**config.mk**
```make
export PLATFORM = sky130hd
export DESIGN_NAME = dma_xfer_ctrl_flat
export DESIGN_NICKNAME = d
export VERILOG_FILES = /design/src/rtl/dma_pkg.sv /design/src/rtl/dma_xfer_ctrl_if.sv /design/src/rtl/dma_ptr_unit.sv /design/src/rtl/dma_xfer_ctrl.sv /design/src/flat_wrapper.sv
export SDC_FILE = /design/constraint.sdc
export NUM_CORES = 1
export LEC_CHECK = 0
export ABC_CLOCK_PERIOD_IN_PS = 1870
export CORE_UTILIZATION = 55
export DETAILED_ROUTE_END_ITERATION = 6
export DONT_BUFFER_PORTS = 1
export GPL_TIMING_DRIVEN = 0
export HOLD_SLACK_MARGIN = 0.1
export PLACE_DENSITY = 0.79
export SLEW_MARGIN = 5
export SYNTH_ARGS = -nofsm -noshare
export SYNTH_HDL_FRONTEND = slang
export SYNTH_HIERARCHICAL = 1
export SYNTH_SLANG_ARGS = --single-unit
```
**constraint.sdc**
```tcl
create_clock -name clk -period 1.87 [get_ports clk]
set_input_delay 0.187 -clock clk [delete_from_list [all_inputs] [get_ports clk]]
set_output_delay 0.187 -clock clk [all_outputs]
set_load 0.01 [all_outputs]
```
**src/rtl/dma_pkg.sv**
```systemverilog
// Shared definitions for the DMA transfer controller and the DI select mux.
package dma_pkg;

  typedef enum logic [2:0] {
    IDLE  = 3'd0,
    REQ   = 3'd1,
    READ  = 3'd2,
    LATCH = 3'd3,
    WRITE = 3'd4,
    DONE  = 3'd5
  } dma_state_e;

  // DI mux select codes; the mux itself lives elsewhere but shares these.
  localparam logic [1:0] SEL_MEM  = 2'b00;
  localparam logic [1:0] SEL_DMA  = 2'b01;
  localparam logic [1:0] SEL_PROT = 2'b10;

  // The engine owns the bus for the whole read/latch/write triplet of a word.
  function automatic logic bus_owned(dma_state_e s);
    return (s == READ) || (s == LATCH) || (s == WRITE);
  endfunction

endpackage

```
**src/rtl/dma_xfer_ctrl_if.sv**
```systemverilog
// Bus arbitration and memory access signals between the DMA engine and memory.
interface dma_xfer_ctrl_if #(
  parameter int AW = 8,
  parameter int DW = 32
);
  logic          bus_req;
  logic          bus_gnt;
  logic [AW-1:0] mem_addr;
  logic          mem_rd;
  logic          mem_wr;
  logic [DW-1:0] mem_wdata;
  logic [DW-1:0] mem_rdata;

  modport master (
    output bus_req, mem_addr, mem_rd, mem_wr, mem_wdata,
    input  bus_gnt, mem_rdata
  );

  modport slave (
    input  bus_req, mem_addr, mem_rd, mem_wr, mem_wdata,
    output bus_gnt, mem_rdata
  );
endinterface

```
**src/rtl/dma_ptr_unit.sv**
```systemverilog
// Source/destination word pointers and the remaining-word down-counter.
module dma_ptr_unit #(
  parameter int AW = 8,
  parameter int LW = 8
) (
  input  logic          clk,
  input  logic          rst_n,
  input  logic          load,
  input  logic          step,
  input  logic [AW-1:0] src_in,
  input  logic [AW-1:0] dst_in,
  input  logic [LW-1:0] len_in,
  output logic [AW-1:0] src_ptr,
  output logic [AW-1:0] dst_ptr,
  output logic          last
);

  logic [LW-1:0] cnt;

  // Load on a new transfer, advance once per written word; pointers wrap mod 2^AW.
  always_ff @(posedge clk or negedge rst_n) begin
    if (!rst_n) begin
      src_ptr <= '0;
      dst_ptr <= '0;
      cnt     <= '0;
    end else if (load) begin
      src_ptr <= src_in;
      dst_ptr <= dst_in;
      cnt     <= len_in;
    end else if (step) begin
      src_ptr <= src_ptr + AW'(1);
      dst_ptr <= dst_ptr + AW'(1);
      if (cnt != '0) cnt <= cnt - LW'(1);
    end
  end

  assign last = (cnt == LW'(1));

endmodule

```
**src/rtl/dma_xfer_ctrl.sv**
```systemverilog
// Memory-to-memory DMA engine; owns the DI mux B input while it holds the bus.
//
// state | meaning
// ------+---------------------------------------------------------------
// IDLE  | waiting for start
// REQ   | bus_req raised, waiting for grant
// READ  | mem_rd at src_ptr
// LATCH | read data returns, captured into data register
// WRITE | mem_wr at dst_ptr, pointers/count advance; grant re-checked here
// DONE  | one-cycle done pulse, bus released
module dma_xfer_ctrl
  import dma_pkg::*;
#(
  parameter int AW = 8,
  parameter int DW = 32,
  parameter int LW = 8
) (
  input  logic                 clk,
  input  logic                 rst_n,
  input  logic                 start,
  input  logic [AW-1:0]        src_addr,
  input  logic [AW-1:0]        dst_addr,
  input  logic [LW-1:0]        len,
  dma_xfer_ctrl_if.master      bus,
  output logic [DW-1:0]        dma_data,
  output logic [1:0]           sel_DI,
  output logic                 busy,
  output logic                 done
);

  dma_state_e    state;
  logic [DW-1:0] data_reg;
  logic [AW-1:0] src_ptr;
  logic [AW-1:0] dst_ptr;
  logic          last;
  logic          load;
  logic          step;

  assign load = (state == IDLE) && start && (len != '0);
  assign step = (state == WRITE);

  dma_ptr_unit #(.AW(AW), .LW(LW)) u_ptr (
    .clk     (clk),
    .rst_n   (rst_n),
    .load    (load),
    .step    (step),
    .src_in  (src_addr),
    .dst_in  (dst_addr),
    .len_in  (len),
    .src_ptr (src_ptr),
    .dst_ptr (dst_ptr),
    .last    (last)
  );

  // Transfer sequencing and data capture; grant loss only acted on after WRITE.
  always_ff @(posedge clk or negedge rst_n) begin
    if (!rst_n) begin
      state    <= IDLE;
      data_reg <= '0;
    end else begin
      case (state)
        IDLE:    if (start) state <= (len != '0) ? REQ : DONE;
        REQ:     if (bus.bus_gnt) state <= READ;
        READ:    state <= LATCH;
        LATCH: begin
          data_reg <= bus.mem_rdata;
          state    <= WRITE;
        end
        WRITE: begin
          if (last)              state <= DONE;
          else if (!bus.bus_gnt) state <= REQ;
          else                   state <= READ;
        end
        DONE:    state <= IDLE;
        default: state <= IDLE;
      endcase
    end
  end

  assign bus.bus_req   = (state == REQ) || bus_owned(state);
  assign bus.mem_rd    = (state == READ);
  assign bus.mem_wr    = (state == WRITE);
  assign bus.mem_addr  = (state == READ)  ? src_ptr :
                         (state == WRITE) ? dst_ptr : '0;
  assign bus.mem_wdata = data_reg;

  // During LATCH the register is still loading, so the returning word is
  // forwarded straight to the mux; otherwise the register (held after DONE).
  assign dma_data = (state == LATCH) ? bus.mem_rdata : data_reg;
  assign sel_DI   = bus_owned(state) ? SEL_DMA : SEL_MEM;
  assign busy     = (state != IDLE);
  assign done     = (state == DONE);

endmodule

```
**src/flat_wrapper.sv**
```systemverilog
// flat-port wrapper written by rule: the top's interface ports become plain ports
module dma_xfer_ctrl_flat import dma_pkg::*;
#(
  parameter int AW = 8,
  parameter int DW = 32,
  parameter int LW = 8
)
  (clk, rst_n, start, src_addr, dst_addr, len, dma_data, sel_DI, busy, done, bus_bus_req, bus_mem_addr, bus_mem_rd, bus_mem_wr, bus_mem_wdata, bus_bus_gnt, bus_mem_rdata);
  dma_xfer_ctrl_if #(.AW(AW), .DW(DW)) bus_i ();
  input  logic clk;
  input  logic rst_n;
  input  logic start;
  input  logic [AW-1:0] src_addr;
  input  logic [AW-1:0] dst_addr;
  input  logic [LW-1:0] len;
  output logic [DW-1:0] dma_data;
  output logic [1:0] sel_DI;
  output logic busy;
  output logic done;
  output wire logic [$bits(bus_i.bus_req)-1:0] bus_bus_req;
  output wire logic [$bits(bus_i.mem_addr)-1:0] bus_mem_addr;
  output wire logic [$bits(bus_i.mem_rd)-1:0] bus_mem_rd;
  output wire logic [$bits(bus_i.mem_wr)-1:0] bus_mem_wr;
  output wire logic [$bits(bus_i.mem_wdata)-1:0] bus_mem_wdata;
  input wire logic [$bits(bus_i.bus_gnt)-1:0] bus_bus_gnt;
  input wire logic [$bits(bus_i.mem_rdata)-1:0] bus_mem_rdata;
  assign bus_bus_req = bus_i.bus_req;
  assign bus_mem_addr = bus_i.mem_addr;
  assign bus_mem_rd = bus_i.mem_rd;
  assign bus_mem_wr = bus_i.mem_wr;
  assign bus_mem_wdata = bus_i.mem_wdata;
  assign bus_i.bus_gnt = bus_bus_gnt;
  assign bus_i.mem_rdata = bus_mem_rdata;
  dma_xfer_ctrl #(.AW(AW), .DW(DW), .LW(LW)) u_core (.clk(clk), .rst_n(rst_n), .start(start), .src_addr(src_addr), .dst_addr(dst_addr), .len(len), .bus(bus_i), .dma_data(dma_data), .sel_DI(sel_DI), .busy(busy), .done(done));
endmodule
```
==> qor.yml, run 1 <==
status: "completed"
netlist_area_um2: 3030
fp-row-count: 26
hold_viol: 0
synth_cells: 261
synth-seq-cells: 59
ant_nets: 0
cts_tree: "built"
drt_wl_total_mm: 8.80
grt_pass1_vias: 2611
yosys_warnings: 6
cts_buffer_depth: 2
io_pins: 139
clock_sink_count: 59
core_um2: 5200
wire_per_inst_um: 20.8
grt_use_total: 0.304
peakVddDrop_mv: 1.13
setup_ws_ns: 0.0253
clk_pin_slew_ns: 0.07
diodes: 0
drt_iter0_markers: 125
ff2ff_path_depth: 7
start_util: 0.581
fin_area_um2: 4220
arrival_ns: 2.07
rsz0062_at_grt: "yes"
crit_path_max_fanout: 7
p_per_area_nw_per_um2: 1720
synth_enable_flop_cells: 0
max_freq_mhz: 542
min_period_over_period: 0.986
startpoint_type: "flip-flop"
place_area_um2: 3130
drc: 0
critical_path_class: "reg -> reg"
gp_congestion: 0.835
multi_input_area_um2: 1520
tightestPinTransition_ns: 0.722
fp.dieW_um: 76.2
grt_first_pass_wirelength_mm: 13.4
drive_gt1_frac: 0.286
synth_flop_cell: "dfrtp_1"
portBuffers: 0
clk_latency_ns: 0.34
die-height_um: 76.2
hpwl_mm: 4.98
synth_area_leaders: "dfrtp_1 49%, mux2_4 14%, nand2_1 4.2%"
finClkSkew_ns: 0.00720
htreeDepth: 3
antenna_found_initial: 0
hold_ws_ns: 0.123
first_pass_iters: 4
r2r_slack_ns: 0.03
synth_cell_types: 44
required_ns: 2.09
clock-root-buffer: "clkbuf_8"
yosys.area.top_type: "dfrtp_1"
min_path_type: "in -> reg"
worstHoldStart: "len[2]"
syn_area_per_cell_um2: 11.6
p_leak_nw: 1.89
vias: 2466
finish.net_count: 413
min_to: "u_core/state[2]"
fillers: 311
ys_seq_area_frac: 0.488
critPathCaptureType: "flip-flop"
slew_viol_final: 0
setup_tns_ns: 0
synthesis.nets: 326
power.total_mw: 7.23
slew_headroom: 0.514
place_ws_ns: -0.431
regArea_um2: 1480
grt_overflow: 0
grt_start_max_net_pins: 60
cap_violations: 0
via_per_inst: 5.83
timing.rr.end: "u_core/u_ptr/cnt[7]"
die_area_um2: 5800
hold_depth: 3
finalWorstPathRequiredPeriod_ns: 1.84
async_reset_ff_frac: 1.00
r2r_start: "u_core/state[0]"
setup-violations-final: 0
yosys.area.top_type_share: 0.488
syn_to_final_growth_pct: 39.3
cts_buffers: 9
==> state kept, by name, indices dropped and copies added (netlist names) <==
| register | flops |
|---|---|
| u_core/state | 3 |
| u_core/bus.mem_wdata | 32 |
| u_core/u_ptr/dst_ptr | 8 |
| u_core/u_ptr/cnt | 8 |
| u_core/u_ptr/src_ptr | 8 |
==> area by class of cell <==
type	count	area share
multi-input cells	181	0.359
flip-flops and latches	59	0.350
repair buffers	76	0.175
plain buffers	15	0.0350
clock buffers	10	0.0326
clock inverters	6	0.0211
well taps	70	0.0208
inverters	6	0.00534
==> cell usage in the layout, fill, tap and decap left out, types with 3 or more instances in the layout <==
cell           netlist  final
a22o_1               8      7
a31oi_1              3      3
and3_1               6      6
buf_4                1     17
buf_6                3      6
clkbuf_2             0      3
clkbuf_8             0     10
dfrtp_1             59     58
dlygate4sd3_1        0     59
ha_1                 5      5
inv_1                6      4
mux2_2               4      4
mux2_4              29     29
mux2i_1              3      3
nand2_1             34     34
nand3_1              4      4
nand4_1              6      6
nor2_1               5      5
nor2b_1              4      3
nor3b_4              0      3
o21ai_0             22     21
o21ai_1              2      3
xnor2_1              6      6
xor2_1              12     12
==> per-layer routing <==
layer  vias up  part of all wire  track usage  wire length, um
met5         -                 0            0                0
met4         0             0.036        0.150              315
met3        29             0.068       0.0719              594
met2       128              0.51        0.511             4510
met1      1218              0.38        0.368             3380
li1       1091                 -            -                -
==> cell usage after synthesis (2+ instances only) <==
cell type  count
a21oi_1        3
a22o_1         8
a31oi_1        3
and3_1         6
buf_2          5
buf_6          3
clkbuf_1       6
dfrtp_1       59
ha_1           5
inv_1          6
mux2_2         4
mux2_4        29
mux2i_1        3
nand2_1       34
nand3_1        4
nand4_1        6
nor2_1         5
nor2b_1        4
nor3_2         2
nor3b_1        3
nor4_1         2
o21ai_0       22
o21ai_1        2
xnor2_1        6
xor2_1        12
==> worst max-delay path by stage <==
stage                          from                       to  slack (ns)  depth (start not counted)
floorplan           u_core/state[0]      u_core/u_ptr/cnt[7]        0.01                          7
global placement    u_core/state[0]  u_core/u_ptr/src_ptr[3]       -0.36                          8
detailed placement  u_core/state[0]  u_core/u_ptr/src_ptr[3]       -0.43                          8
global route        u_core/state[0]      u_core/u_ptr/cnt[5]       -0.06                          8
finish              u_core/state[0]      u_core/u_ptr/cnt[7]        0.03                          7
CTS                 u_core/state[0]      u_core/u_ptr/cnt[7]       -0.02                          7
==> cell families (layout without fill, tap and decap cells) <==
group	count (synthesis)	in the layout	synth area share
AOI/OAI and AO/OA	44	44	0.0918
buffers and inverters	21	113	0.0368
DFF	59	59	0.488
muxes	36	36	0.169
and+or+nand+nor	77	77	0.141
xor gates and xnor gates	18	18	0.0521
other	1	1	0.00124
adders and majority gates	5	5	0.0207
==> critical path: stages, from the launching register on <==
cell     delay [ns]
dfrtp_1        0.38
buf_6          0.14
nor3b_4        0.20
buf_6          0.18
or3b_4         0.39
nor3_2         0.14
mux2i_1        0.24
o21ai_1        0.08
==> through the flow <==
step | util | std cells
2_1_floorplan | - | 261
3_3_place_gp | 0.601 | 331
3_5_place_dp | 0.601 | 331
4_1_cts | 0.783 | 414
5_1_grt | 0.810 | 423
6_report | 0.810 | 423
==> power by group <==
part           internal, mW  switching, mW
Sequential             1.93          0.830
Combinational          1.55           1.61
Clock                 0.786          0.527
Total                  4.27           2.97
==> timing repair <==
item	4_1_cts	5_1_grt
buffers inserted	6	8
pin swaps	2	4
hold endpoints to repair	118	0
resized for setup	18	25
setup endpoints to repair	63	62
gates cloned	1	1
hold buffers	60	0
Power figures use the tool's default switching activity.
==> run 2, diff against run 1 <==
- SYNTH_HIERARCHICAL: 1 -> unset
==> qor.yml, run 2 <==
yosysMostFrequentCell: "dfrtp_1"  # unchanged
rsz0062_at_grt: "yes"  # unchanged
min_period_over_period: 1.04  # was 0.986
drc: 0  # unchanged
required_ns: 2.10  # was 2.09 ns
finalWorstPathRequiredPeriod_ns: 1.94  # was 1.84 ns
min_path_type: "in -> reg"  # unchanged
critical_path.max_stage_delay_ns: 0.40  # was 0.39 ns
cp.depth: 7  # unchanged
netlist_area_um2: 3000  # was 3030 um^2
ys_seq_area_frac: 0.492  # was 0.488
synth_cells: 254  # was 261
dp.cells: 324  # was 331
drive_gt1_frac: 0.341  # was 0.286
die-height_um: 75.9  # was 76.2 um
synthesis.nets: 319  # was 326
min_to: "u_core.state[2]"  # was u_core/state[2]
max_freq_mhz: 515  # was 542 MHz
r2r_start: "u_core.state[0]"  # was u_core/state[0]
startpoint_type: "flip-flop"  # unchanged
start_util: 0.580  # was 0.581
setup_tns_ns: -1.15  # was 0 ns
cts_tree: "built"  # unchanged
synth_cell_types: 45  # was 44
crit_family: "compound AO/OA/AOI/OAI gates"  # was simple AND/OR/NAND/NOR gates
async_reset_ff_frac: 1.00  # unchanged
p_leak_nw: 2.02  # was 1.89 nW
clock-root-buffer: "clkbuf_8"  # unchanged
first_pass_iters: 4  # unchanged
layout_common_cells: "59 x dlygate4sd3_1, 59 x dfrtp_1, 23 x buf_4"  # was 59 x dlygate4sd3_1, 58 x dfrtp_1, 34 x nand2_1
cap_violations: 0  # unchanged
clk_latency_ns: 0.35  # was 0.34 ns
finClkSkew_ns: 0.00953  # was 0.00720 ns
hpwl_mm: 5.13  # was 4.98 mm
largest_register_ffs: 32  # unchanged
fillers: 231  # was 311
wire_per_inst_um: 23.2  # was 20.8 um
core_um2: 5170  # was 5200 um^2
critPathCaptureType: "flip-flop"  # unchanged
htreeDepth: 3  # unchanged
violations: "setup timing"
clk_pin_slew_ns: 0.08  # was 0.07 ns
crit_top_cell: "buf_6"  # unchanged
arrival_ns: 2.17  # was 2.07 ns
fp-row-count: 26  # unchanged
p_per_area_nw_per_um2: 1720  # about the same
finish.net_count: 421  # was 413
grt_first_pass_wirelength_mm: 12.7  # was 13.4 mm
synth_flop_cell: "dfrtp_1"  # unchanged
slew_headroom: 0.508  # was 0.514
synth_area_leaders: "dfrtp_1 49%, mux2_2 14%, a221o_1 5.3%"  # was dfrtp_1 49%, mux2_4 14%, nand2_1 4.2%
synth_enable_flop_cells: 0  # unchanged
grt_start_max_net_pins: 60  # unchanged
ff2ff_path_depth: 7  # unchanged
grt_pass1_vias: 2540  # was 2,611
critPathBufInv: 3  # was 2
yosys.area.top_type_share: 0.492  # was 0.488
antenna_found_initial: 0  # unchanged
vias: 2663  # was 2,466
status: "finished with violations"  # was completed
drt_wl_total_mm: 10.0  # was 8.80 mm
crit_path_max_fanout: 5  # was 7
portBuffers: 0  # unchanged
worstHoldStart: "len[6]"  # was len[2]
slew_viol_final: 0  # unchanged
timing.rr.end: "u_core.u_ptr.cnt[7]"  # was u_core/u_ptr/cnt[7]
tightestPinTransition_ns: 0.731  # was 0.722 ns
synth-seq-cells: 59  # unchanged
setup_ws_ns: -0.0729  # was 0.0253 ns
yosys.area.top_type: "dfrtp_1"  # unchanged
hold_viol: 0  # unchanged
io_pins: 139  # unchanged
die_area_um2: 5750  # was 5800 um^2
fin_cells: 431  # was 423
syn_area_per_cell_um2: 11.8  # was 11.6 um^2
hold_depth: 3  # unchanged
clock_sink_count: 59  # unchanged
grt_overflow: 0  # unchanged
crit_path_top_delay_cell: "dfrtp_1"  # was or3b_4
cts_buffer_depth: 2  # unchanged
gp_congestion: 0.794  # was 0.835
cts_buffers: 9  # unchanged
critical_path_class: "reg -> reg"  # unchanged
synth_common_cells: "59 x dfrtp_1, 38 x mux2_2, 16 x a221o_1"  # was 59 x dfrtp_1, 34 x nand2_1, 29 x mux2_4
yosys_warnings: 0  # was 6
syn_to_final_growth_pct: 50.7  # was 39.3%
via_per_inst: 6.18  # was 5.83
peakVddDrop_mv: 1.11  # was 1.13 mV
crit_chain: "or3b_1 -> buf_6 -> buf_6 -> a31oi_4 -> buf_6 -> mux2i_1 -> a221o_1"  # was buf_6 -> nor3b_4 -> buf_6 -> or3b_4 -> nor3_2 -> mux2i_1 -> o21ai_1
diodes: 0  # unchanged
fp.dieW_um: 75.9  # was 76.2 um
grt_use_total: 0.307  # was 0.304
r2r_slack_ns: -0.07  # was 0.03 ns
drt_iter0_markers: 97  # was 125
setup-violations-final: 43  # was 0
ant_nets: 0  # unchanged
## run 2: how the worst max path moves through the flow
stage | slack [ns] | start | endpoint
after floorplan | 0.0007 | u_core.state[2] | u_core.u_ptr.src_ptr[6]
after global placement | -0.33 | u_core.state[1] | bus_mem_addr[4]
after detailed placement | -0.36 | u_core.state[1] | bus_mem_addr[6]
after CTS | -0.04 | u_core.state[0] | sel_DI[0]
after global routing | -0.13 | u_core.state[1] | bus_mem_addr[5]
final | -0.07 | u_core.state[0] | u_core.u_ptr.cnt[7]
## run 2: worst reg2reg max path, delay by kind of cell, from the launching register on
family	cells	cell delay [ns]
buffers and inverters	3	0.42
muxes	1	0.06
AOI/OAI and AO/OA	2	0.55
DFF	1	0.40
and+or+nand+nor	1	0.41
## run 2: routing by layer
| layer | track usage | wire (um) |
|---|---|---|
| met1 | 0.343 | 3790 |
| met3 | 0.0622 | 764 |
| met4 | 0.156 | 199 |
| met5 | 0 | 0 |
| met2 | 0.553 | 5260 |
## run 2: cell families (layout without fill, tap and decap cells)
kind of cell,after synthesis,in the layout,share of synthesized area
DFF,59,59,0.492
muxes,46,46,0.169
buffers and inverters,22,128,0.0392
adders and majority gates,5,5,0.0209
AOI/OAI and AO/OA,50,50,0.138
other,1,1,0.00125
and+or+nand+nor,67,68,0.127
xor gates and xnor gates,4,4,0.0117
## run 2: report_power, final
part / leakage, nW / total, mW / internal [mW] / switching, mW
Sequential: 0.704 / 2.80 / 1.92 / 0.879
Clock: 0.0991 / 1.21 / 0.645 / 0.560
Combinational: 1.22 / 3.75 / 1.89 / 1.86
## run 2: final cells by class
type                            count  area, um^2  area share
Clock buffer                       11         141      0.0313
Sequential cell                    59        1480       0.327
Inverter                            6        31.3     0.00692
Clock inverter                      5        52.6      0.0116
Multi-Input combinational cell    174        1630       0.360
Timing Repair Buffer               91         936       0.207
Tap cell                           70        87.6      0.0194
Buffer                             15         170      0.0376
## run 2: per-stage QoR
| step | setup slack [ns] | util | power, mW | hold WS, ns | area (um^2) |
|---|---|---|---|---|---|
| 3_5_place_dp | -0.365 | 0.597 | 5.22 | -0.107 | 3090 |
| 4_1_cts | -0.0446 | 0.818 | 7.01 | 0.207 | 4230 |
| 6_report | -0.0729 | 0.874 | 7.76 | 0.213 | 4520 |
| 2_1_floorplan | 0.000696 | - | 4.63 | -0.109 | 3000 |
| 5_1_grt | -0.131 | 0.874 | 8.10 | 0.268 | 4520 |
| 3_3_place_gp | -0.335 | 0.597 | 5.12 | -0.107 | 3090 |
## run 2: what timing repair did
action | in CTS | in global routing
hold buffers | 60 | 0
cloned | 3 | 2
setup endpoints to repair | 93 | 58
setup buffers | 16 | 11
pin swaps | 11 | 8
resized for setup | 41 | 48
hold endpoints to repair | 117 | 0
